File: src/rtl/breakout_game_ctrl_if.sv
// -----------------------------------------------------------------------------
// breakout_game_ctrl_if
//
// Purpose: bundles the game-sequencing controller's event inputs and its
// status/score outputs so the controller, the graph/text units and the
// testbench share one port list.
//
// Signals:
//   start      master -> slave  start/serve key level
//   hit        master -> slave  paddle-hit level from the graph unit
//   miss       master -> slave  ball-lost level from the graph unit
//   state      slave -> master  2-bit game state (00 NEWGAME .. 11 OVER)
//   gra_still  slave -> master  1 = freeze ball/paddle motion
//   dig0/dig1  slave -> master  BCD score, ones / tens
//   balls      slave -> master  remaining lives
//   timer_busy slave -> master  pause timer running
//   score_wrap slave -> master  one-cycle pulse on 99 -> 00
//   hiscore    slave -> master  BCD high score (00 unless enabled)
//
// The slave modport is the controller; the master modport is whatever
// produces the key/hit/miss levels and consumes the status.
// -----------------------------------------------------------------------------
interface breakout_game_ctrl_if;
    logic       start;
    logic       hit;
    logic       miss;
    logic [1:0] state;
    logic       gra_still;
    logic [3:0] dig0;
    logic [3:0] dig1;
    logic [1:0] balls;
    logic       timer_busy;
    logic       score_wrap;
    logic [7:0] hiscore;

    modport master (
        output start, hit, miss,
        input  state, gra_still, dig0, dig1, balls,
               timer_busy, score_wrap, hiscore
    );

    modport slave (
        input  start, hit, miss,
        output state, gra_still, dig0, dig1, balls,
               timer_busy, score_wrap, hiscore
    );
endinterface

File: src/rtl/breakout_game_ctrl.sv
// -----------------------------------------------------------------------------
// breakout_game_ctrl
//
// Purpose: game-sequencing controller for the breakout/pong datapath. Freezes
// or releases the graphics engine, counts lives, keeps a two-digit BCD score
// and times the pauses between balls and after game over.
//
// Ports:
//   clk    system clock
//   rstn   asynchronous, active-low reset
//   bus    breakout_game_ctrl_if.slave
//            in : start, hit, miss           (levels, synchronous to clk)
//            out: state, gra_still, dig0, dig1, balls, timer_busy,
//                 score_wrap, hiscore        (all registered)
//
// Parameters:
//   BALLS_INIT      lives loaded at game start (1..3)
//   TIMEOUT_CYCLES  length of the NEWBALL/OVER pause in clk cycles (>= 2)
//
// Build option:
//   BREAKOUT_HISCORE_EN  when defined, keeps a BCD high score updated at the
//                        end of each game; otherwise hiscore is tied to 00.
// -----------------------------------------------------------------------------
module breakout_game_ctrl #(
    parameter int unsigned BALLS_INIT     = 3,
    parameter int unsigned TIMEOUT_CYCLES = 200000000
) (
    input  logic                 clk,
    input  logic                 rstn,
    breakout_game_ctrl_if.slave  bus
);

    localparam int unsigned    TW         = (TIMEOUT_CYCLES > 1) ? $clog2(TIMEOUT_CYCLES) : 1;
    localparam logic [TW-1:0]  TIMER_LOAD = TW'(TIMEOUT_CYCLES - 1);
    localparam logic [1:0]     BALLS_RST  = 2'(BALLS_INIT);

    typedef enum logic [1:0] {
        S_NEWGAME = 2'b00,
        S_PLAY    = 2'b01,
        S_NEWBALL = 2'b10,
        S_OVER    = 2'b11
    } state_t;

    // ------------------------------------------------------------------
    // Registers
    // ------------------------------------------------------------------
    state_t         state_q,      state_d;
    logic           gra_still_q,  gra_still_d;
    logic [3:0]     dig0_q,       dig0_d;
    logic [3:0]     dig1_q,       dig1_d;
    logic [1:0]     balls_q,      balls_d;
    logic [TW-1:0]  timer_q,      timer_d;
    logic           timer_busy_q, timer_busy_d;
    logic           score_wrap_q, score_wrap_d;

    // Previous-cycle copies of the input levels for edge detection.
    logic           start_dly_q;
    logic           hit_dly_q;
    logic           miss_dly_q;

    logic           start_e;
    logic           hit_e;
    logic           miss_e;
    logic           timer_load;

    // A level held high yields exactly one event: the cycle it first rises.
    assign start_e = bus.start & ~start_dly_q;
    assign hit_e   = bus.hit   & ~hit_dly_q;
    assign miss_e  = bus.miss  & ~miss_dly_q;

    // ------------------------------------------------------------------
    // Next-state / datapath logic
    // ------------------------------------------------------------------
    always_comb begin
        // NOTE: every signal written here gets a default first; a path that
        // leaves one unassigned would infer a latch.
        state_d      = state_q;
        dig0_d       = dig0_q;
        dig1_d       = dig1_q;
        balls_d      = balls_q;
        score_wrap_d = 1'b0;
        timer_load   = 1'b0;

        unique case (state_q)
            S_NEWGAME: begin
                if (start_e) begin
                    dig0_d  = 4'd0;
                    dig1_d  = 4'd0;
                    balls_d = BALLS_RST;
                    state_d = S_PLAY;
                end
            end

            S_PLAY: begin
                // Hit and miss in the same cycle are both honoured: the
                // score increments and the miss is processed.
                if (hit_e) begin
                    if (dig0_q == 4'd9) begin
                        dig0_d = 4'd0;
                        if (dig1_q == 4'd9) begin
                            dig1_d       = 4'd0;
                            score_wrap_d = 1'b1;
                        end else begin
                            dig1_d = dig1_q + 4'd1;
                        end
                    end else begin
                        dig0_d = dig0_q + 4'd1;
                    end
                end
                if (miss_e) begin
                    timer_load = 1'b1;
                    if (balls_q > 2'd1) begin
                        balls_d = balls_q - 2'd1;
                        state_d = S_NEWBALL;
                    end else begin
                        balls_d = 2'd0;
                        state_d = S_OVER;
                    end
                end
            end

            S_NEWBALL: begin
                // The serve key only counts once the pause has run out.
                if (start_e && !timer_busy_q) begin
                    state_d = S_PLAY;
                end
            end

            S_OVER: begin
                // Score stays on display until the next game is started.
                if (!timer_busy_q) begin
                    state_d = S_NEWGAME;
                end
            end

            default: state_d = S_NEWGAME;
        endcase

        // Pause timer: busy stays high through the cycle the count reaches 0
        // and drops on the edge after, giving TIMEOUT_CYCLES busy cycles.
        if (timer_load) begin
            timer_d      = TIMER_LOAD;
            timer_busy_d = 1'b1;
        end else begin
            timer_d      = (timer_q != '0) ? timer_q - TW'(1) : timer_q;
            timer_busy_d = (timer_q != '0);
        end

        // Registered from the next state so it moves together with state.
        gra_still_d = (state_d != S_PLAY);
    end

    // ------------------------------------------------------------------
    // State register
    // ------------------------------------------------------------------
    // NOTE: sequential state uses non-blocking assignments so every register
    // samples pre-edge values regardless of process evaluation order.
    always_ff @(posedge clk or negedge rstn) begin
        if (!rstn) begin
            state_q      <= S_NEWGAME;
            gra_still_q  <= 1'b1;
            dig0_q       <= 4'd0;
            dig1_q       <= 4'd0;
            balls_q      <= BALLS_RST;
            timer_q      <= '0;
            timer_busy_q <= 1'b0;
            score_wrap_q <= 1'b0;
            start_dly_q  <= 1'b0;
            hit_dly_q    <= 1'b0;
            miss_dly_q   <= 1'b0;
        end else begin
            state_q      <= state_d;
            gra_still_q  <= gra_still_d;
            dig0_q       <= dig0_d;
            dig1_q       <= dig1_d;
            balls_q      <= balls_d;
            timer_q      <= timer_d;
            timer_busy_q <= timer_busy_d;
            score_wrap_q <= score_wrap_d;
            start_dly_q  <= bus.start;
            hit_dly_q    <= bus.hit;
            miss_dly_q   <= bus.miss;
        end
    end

    // ------------------------------------------------------------------
    // High score
    // ------------------------------------------------------------------
`ifdef BREAKOUT_HISCORE_EN
    logic [7:0] hiscore_q;

    // Packed BCD compares correctly as plain binary: tens nibble dominates.
    // The final score of the game (after any same-cycle hit) is recorded.
    always_ff @(posedge clk or negedge rstn) begin
        if (!rstn) begin
            hiscore_q <= 8'h00;
        end else if ((state_q == S_PLAY) && (state_d == S_OVER) &&
                     ({dig1_d, dig0_d} > hiscore_q)) begin
            hiscore_q <= {dig1_d, dig0_d};
        end
    end

    assign bus.hiscore = hiscore_q;
`else
    assign bus.hiscore = 8'h00;
`endif

    // ------------------------------------------------------------------
    // Outputs
    // ------------------------------------------------------------------
    assign bus.state      = state_q;
    assign bus.gra_still  = gra_still_q;
    assign bus.dig0       = dig0_q;
    assign bus.dig1       = dig1_q;
    assign bus.balls      = balls_q;
    assign bus.timer_busy = timer_busy_q;
    assign bus.score_wrap = score_wrap_q;

endmodule

File: src/flat_wrapper.sv
// flat-port wrapper written by rule: the top's interface ports become plain ports
module breakout_game_ctrl_flat 
#(
    parameter int unsigned BALLS_INIT     = 3,
    parameter int unsigned TIMEOUT_CYCLES = 200000000
)
  (clk, rstn, bus_start, bus_hit, bus_miss, bus_state, bus_gra_still, bus_dig0, bus_dig1, bus_balls, bus_timer_busy, bus_score_wrap, bus_hiscore);
  breakout_game_ctrl_if bus_i ();
  input  logic clk;
  input  logic rstn;
  input wire logic [$bits(bus_i.start)-1:0] bus_start;
  input wire logic [$bits(bus_i.hit)-1:0] bus_hit;
  input wire logic [$bits(bus_i.miss)-1:0] bus_miss;
  output wire logic [$bits(bus_i.state)-1:0] bus_state;
  output wire logic [$bits(bus_i.gra_still)-1:0] bus_gra_still;
  output wire logic [$bits(bus_i.dig0)-1:0] bus_dig0;
  output wire logic [$bits(bus_i.dig1)-1:0] bus_dig1;
  output wire logic [$bits(bus_i.balls)-1:0] bus_balls;
  output wire logic [$bits(bus_i.timer_busy)-1:0] bus_timer_busy;
  output wire logic [$bits(bus_i.score_wrap)-1:0] bus_score_wrap;
  output wire logic [$bits(bus_i.hiscore)-1:0] bus_hiscore;
  assign bus_i.start = bus_start;
  assign bus_i.hit = bus_hit;
  assign bus_i.miss = bus_miss;
  assign bus_state = bus_i.state;
  assign bus_gra_still = bus_i.gra_still;
  assign bus_dig0 = bus_i.dig0;
  assign bus_dig1 = bus_i.dig1;
  assign bus_balls = bus_i.balls;
  assign bus_timer_busy = bus_i.timer_busy;
  assign bus_score_wrap = bus_i.score_wrap;
  assign bus_hiscore = bus_i.hiscore;
  breakout_game_ctrl #(.BALLS_INIT(BALLS_INIT), .TIMEOUT_CYCLES(TIMEOUT_CYCLES)) u_core (.clk(clk), .rstn(rstn), .bus(bus_i));
endmodule
File: config.mk
export PLATFORM = sky130hd
export DESIGN_NAME = breakout_game_ctrl_flat
export DESIGN_NICKNAME = d
export VERILOG_FILES = /design/src/rtl/breakout_game_ctrl_if.sv /design/src/rtl/breakout_game_ctrl.sv /design/src/flat_wrapper.sv
export SDC_FILE = /design/constraint.sdc
export NUM_CORES = 1
export LEC_CHECK = 0
export ABC_AREA = 1
export CAP_MARGIN = 40
export CORE_MARGIN = 2
export CORE_UTILIZATION = 62
export DETAILED_ROUTE_END_ITERATION = 8
export PLACE_DENSITY = 0.85
export RECOVER_POWER = 25
export SLEW_MARGIN = 20
export SYNTH_ARGS = -nofsm -noshare
export SYNTH_HDL_FRONTEND = slang
export SYNTH_SLANG_ARGS = --single-unit
File: constraint.sdc
create_clock -name clk -period 2.82 [get_ports clk]
set_clock_uncertainty 0.2 [all_clocks]
set_input_delay 0.705 -clock clk [delete_from_list [all_inputs] [get_ports clk]]
set_output_delay 0.705 -clock clk [all_outputs]
set_load 0.01 [all_outputs]
; After elaboration in Yosys (flattened, before gate mapping)
; Cells that the tools add are included.
[op_classes]
n_eq_ne = 10
n_mux = 27
n_bitwise = 6
n_reduce_logical = 9
add_sub_neg = 4
magnitude_cmp = 1
[op_table]
columns = operator, count
row1 = $mux W28, 2
row2 = $reduce_bool A28 Y1, 1
row3 = $sub A28 B1 Y28 const B, 1
row4 = $mux W4, 6
row5 = $pmux W4 S2, 2
row6 = $mux W2, 7
row7 = $ne A2 B1 Y1 const B, 5
row8 = $add A4 B1 Y4 const B, 2
row9 = $eq A4 B4 Y1 const B, 2
row10 = $mux W1, 8
row11 = $pmux W2 S4, 1
row12 = $reduce_and A3 Y1, 2
row13 = $eq A2 B2 Y1 const B, 2
row14 = $pmux W2 S2, 1
row15 = $reduce_and A4 Y1, 1
row16 = $reduce_bool A2 Y1, 2
row17 = $and A1 B1 Y1, 3
row18 = $not A1 Y1, 3
row19 = $eq A2 B1 Y1 const B, 1
row20 = $gt A2 B1 Y1 const B, 1
row21 = $logic_not A2 Y1, 1
row22 = $sub A2 B1 Y2 const B, 1
row23 = $logic_and A1 B1 Y1, 1
row24 = $logic_not A1 Y1, 1
[totals]
elab_cells = 68
out_inout_bits = 23
ff_bits = 46

; Longest topological paths before layout
[logic_depth]
depth_word = 6
mapped_depth = 11
depth_no_buf = 11

; Least setup slack after synthesis
; Ideal clock, no wire load.
[synth_path]
path_type = input to register
from = input port bus_start
to = register u_core.dig1_q[2], in the netlist u_core.bus.dig1[2]
t_required_ns = 2.500
slack_ns = 1.059
t_arrival_ns = 1.441
cell_stages = 9
setup_time_ns = 0.120
path_cell_list = inv_1 -> nor2_1 -> nand2_2 -> nand2_4 -> nand2_2 -> inv_2 -> nand3_1 -> nand2_1 -> nor2_1
[synth_via]
elab_chain_len = 3
[synth_lines]
columns = element, line
row1 = start: declaration, flat_wrapper.sv:11  ; input wire logic [$bits(bus_i.start)-1:0] bus_start;
row2 = $and A1 B1 Y1, breakout_game_ctrl.sv:67  ; assign start_e = bus.start & ~start_dly_q;
row3 = $ne A2 B1 Y1 (no source line), -
row4 = $reduce_and A4 Y1 (no source line), -
row5 = end signal: assignment, breakout_game_ctrl.sv:175  ; dig1_q <= dig1_d;
row6 = end: declaration, breakout_game_ctrl.sv:50  ; logic [3:0] dig1_q, dig1_d;
; Every way passes these cells.
; A chain may end at the register's enable or synchronous reset.

; Worst setup path in the final report
[layout_path]
from = register u_core.balls_q[1], in the netlist u_core.bus.balls[1]
to = output port bus_balls[1]
[layout_rtl]
columns = element, line
row1 = start: declaration, breakout_game_ctrl.sv:51  ; logic [1:0] balls_q, balls_d;
row2 = start signal: assignment, breakout_game_ctrl.sv:176  ; balls_q <= balls_d;
row3 = end: declaration, flat_wrapper.sv:18  ; output wire logic [$bits(bus_i.balls)-1:0] bus_balls;
; No word-level cell between the ends.

==> flow_results.org <==
** STA
- Crit share post-route :: 0.811
- Measured against its own limit, the worst slew margin works out to 0.242.
- RSZ-0062 raised after global routing :: no
- For the pin with the worst max-slew slack, the measured transition is 1.14 ns.
- Pins Over Slew Limit :: 0
- The number of failing hold endpoints at the final stage is 0.
- Post-route minimum period :: 2.29 ns
- Highest clock rate :: 437 MHz
- Setup violations remaining at the end of the flow were counted as 0.
- Setup tns final :: 0 ns
- WHS :: 0.292 ns

** Route
- Uppermost metal layer occupied by signal nets :: met4
- In the routed design, unresolved DRC markers number 0.
- First drt pass iteration count :: 4
- After detailed routing, the number of vias per cell comes to around 5.3.
- Once detail routing completed, the nets flagged for antenna violations numbered 0.
- Total met2 wirelength after detailed routing :: 2830 um
- Total via count after detailed routing :: ~2400
- DR WL/cell :: approximately 13 um
- Met1 layer wirelength in the final routing :: 2620 um
- Wire length on met3 :: 333 um
- Violation count after the first detailed-route iteration :: 153
- Total Routed Length :: 5930 um

** Pwr
- The analysis attributes to cell leakage a power of ~1.5 nW.
- Power comes to roughly 1.3 mW.
- Pwr/cell area :: approximately 400 nW/um2
- VDD sags by at most 0.000266 V.

** Critical path
- Slowest stage cell, crit path :: dfstp_2
- Chain of cells forming the critical path :: clkdlybuf4s50_1
- Worst Path Buf+Inv :: 1
- The worst setup path is captured at an output pin.
- The worst setup path is of the reg -> out kind.
- Required time at the worst-slack endpoint :: 1.91 ns
- Kind of launch point of the worst setup path :: flip-flop
- Cell family with the largest share of critical-path delay :: flip-flops
- Signal arrival time at the worst endpoint :: about 1.4 ns
- The largest single stage delay on the critical path is about 0.56 ns.
- Along the worst path, the maximum fanout reaches 3.

** Clocking
- CTS tree :: built
- Worst-case clock buffer depth :: 2
- At the later pin of the worst-skew pair, clock insertion delay measures ~0.30 ns.
- Buffers added to address setup during post-CTS repair amount to 0.
- Root Buffer :: clkbuf_8
- After clock tree synthesis, the clock-pin slew on the worst setup and hold paths is ~0.09 ns.
- For this design, the sink count on the clock tree is 46.
- The number of hold buffers added after CTS was 0.
- Clock tree synthesis inserted a total of 5 buffers.
- After clock tree synthesis, the repair step resized 0 gates.
- H-tree Lvls :: 2

** Synth
- Yosys top cell by area :: dfrtp_1
- Yosys warns :: 0
- After synthesis the netlist holds a flip-flop and latch count of 46.
- Of the synthesized area, sequential elements account for 0.406.
- Synthesized cell area :: 2840 um2
- Largest cells by area after synthesis :: dfrtp_1, nand2_1, nor2_1, inv_1, nand3_1
- Of the post-synthesis cell area, the dominant cell type holds 0.379.
- Cells after Synth :: 375
- The number of different library cells used by synthesis comes to 39.
- A synthesized cell averages 7.58 um2.

** Finish
- Non-filler cells, final :: approximately 450
- Compared with the post-synthesis result, the final layout area differs by 12.2%.
- For this run, the post-layout net count is 411.
- Number of diodes :: 0
- Of the cells placed in the final design, the portion with a size suffix greater than 1 is 0.115.

** Outcome
- Outcome :: finished, final reports clean

** Min path
- The worst hold path belongs to the class reg -> reg.

** GRT
- Largest net degree at the start of global routing :: 47
- The via count of the first global-routing pass came to 2385.
- First-pass GRT wire length :: 10300 um
- For this run the aggregate overflow at the end of global routing stands at 0.
- Global-route usage over all layers :: 0.252
- Number of antenna violations at the first check in global routing :: 0

** Flow run
- The tool flagged a number of max-cap violations equal to 0.

** Die
- For this configuration, the core starts out at a cell density of 0.648.
- During I/O placement, the number of pins put on the boundary was 28.
- In this run the standard cell core region covers 4380 um2.
- In this run the vertical extent of the chip is 71.7 um.
- Area of the die :: 5140 um2
- Die width :: 71.7 um
- Row generation in the floorplan step produced 24 rows.

** Place
- The number of placed instances, taps included, is between 400 and 500.
- Detailed placement ended at an HPWL of about 4500 um.
- Buffers placed on the I/O ports in this run total 19.
- The congestion estimate from routability-driven global placement came to 0.953.
-- cell usage in the layout (no fill, tap or decap), drive strengths merged, types with 2 or more instances in the layout --
| master | Yosys | layout |
|---|---|---|
| buf | 12 | 4 |
| inv | 59 | 59 |
| clkbuf | 0 | 7 |
| clkdlybuf4s50 | 0 | 15 |
| dlygate4sd3 | 0 | 3 |
| nand3b | 2 | 2 |
| nor3 | 11 | 11 |
| conb | 1 | 8 |
| nand2 | 84 | 84 |
| o211ai | 3 | 3 |
| bufinv | 0 | 2 |
| dfstp | 3 | 3 |
| nand4 | 12 | 12 |
| ha | 6 | 6 |
| nor2 | 73 | 73 |
| nand3 | 34 | 34 |
| o21ai | 11 | 11 |
| dfrtp | 43 | 43 |
| a21oi | 7 | 7 |
| xor2 | 5 | 5 |
-- layout make-up --
cell class                      instances  area, um2
Multi-Input combinational cell        265       1390
Fill cell                             352       1190
Sequential cell                        46       1150
Inverter                               59        221
Timing Repair Buffer                   23        213
Clock buffer                            6       82.6
Tap cell                               52       65.1
Clock inverter                          2       60.1
-- final timing paths --
path                                startpoint            endpoint  slack, ns  cells past startpoint
max in group asynchronous                 rstn  u_core.timer_q[27]       1.22                      2
setup / recovery           u_core.bus.balls[1]        bus_balls[1]       0.53                      1
min in group asynchronous                 rstn   u_core.timer_q[1]       0.49                      2
hold / removal               u_core.timer_q[0]   u_core.timer_q[0]       0.29                      2
hold reg to reg              u_core.timer_q[0]   u_core.timer_q[0]       0.29                      2
setup reg to reg             u_core.timer_q[0]   u_core.timer_q[1]       0.90                     11
-- per-stage QoR --
stage	utilization	worst slack (ns)	cell area (um2)
after floorplan	-	1.06	2870
after global placement	0.696	0.476	3050
after detailed placement	0.696	0.429	3050
after CTS	0.728	0.530	3190
after global routing	0.728	0.486	3190
final	0.728	0.534	3190
-- power by group --
| part | switching [mW] | internal [mW] | total (mW) |
|---|---|---|---|
| Sequential | 0.000547 | 0.661 | 0.662 |
| Clock | 0.225 | 0.378 | 0.603 |
| Combinational | 0.0209 | 0.00451 | 0.0254 |
-- flip-flops by register name, summed over array words and instances (netlist names) --
| register | count |
|---|---|
| u_core.bus.gra_still | 1 |
| u_core.hit_dly_q | 1 |
| u_core.miss_dly_q | 1 |
| u_core.start_dly_q | 1 |
| u_core.bus.score_wrap | 1 |
| u_core.bus.balls | 2 |
| u_core.bus.state | 2 |
| u_core.bus.timer_busy | 1 |
| u_core.bus.dig0 | 4 |
| u_core.bus.dig1 | 4 |
| u_core.timer_q | 28 |
-- cells in the mapped netlist, drive strengths merged --
library cell and number:
nand2 84, nor2 73, inv 59, dfrtp 43, nand3 34, buf 12
nand4 12, nor3 11, o21ai 11, a21oi 7, ha 6, xor2 5
dfstp 3, o211ai 3, nand3b 2, a211oi 1, a31oi 1, and2 1
and3 1, conb 1, mux2i 1, nor3b 1, o21bai 1, o22ai 1
or2 1
-- routing by layer --
layer | GRT usage | vias up
li1 | - | 1218
met1 | 0.326 | 1100
met2 | 0.425 | 73
met3 | 0.0408 | 14
met4 | 0.0964 | 0
met5 | 0 | -
-- cells by family (layout without fill, tap and decap cells) --
family / Yosys count / count (layout) / share of synthesized area
AOI/OAI and AO/OA: 25 / 25 / 0.0493
xor gates and xnor gates: 5 / 5 / 0.0154
adders and majority gates: 6 / 6 / 0.0264
buffers and inverters: 71 / 90 / 0.113
DFF: 46 / 46 / 0.406
muxes: 1 / 1 / 0.00352
other: 1 / 8 / 0.00132
and+or+nand+nor: 220 / 220 / 0.385
-- worst register-to-register path, stage by stage (launching register included) --
cell and delay [ns]:
dfrtp_1 0.39, inv_1 0.13, ha_1 0.26, inv_1 0.06, nor2_1 0.08, nand2_1 0.06, nor2_1 0.16, nand2_2 0.18
inv_1 0.11, nand2_1 0.07, nand2_1 0.07, o21ai_1 0.05
No activity file was read; power rests on OpenSTA's default activity.
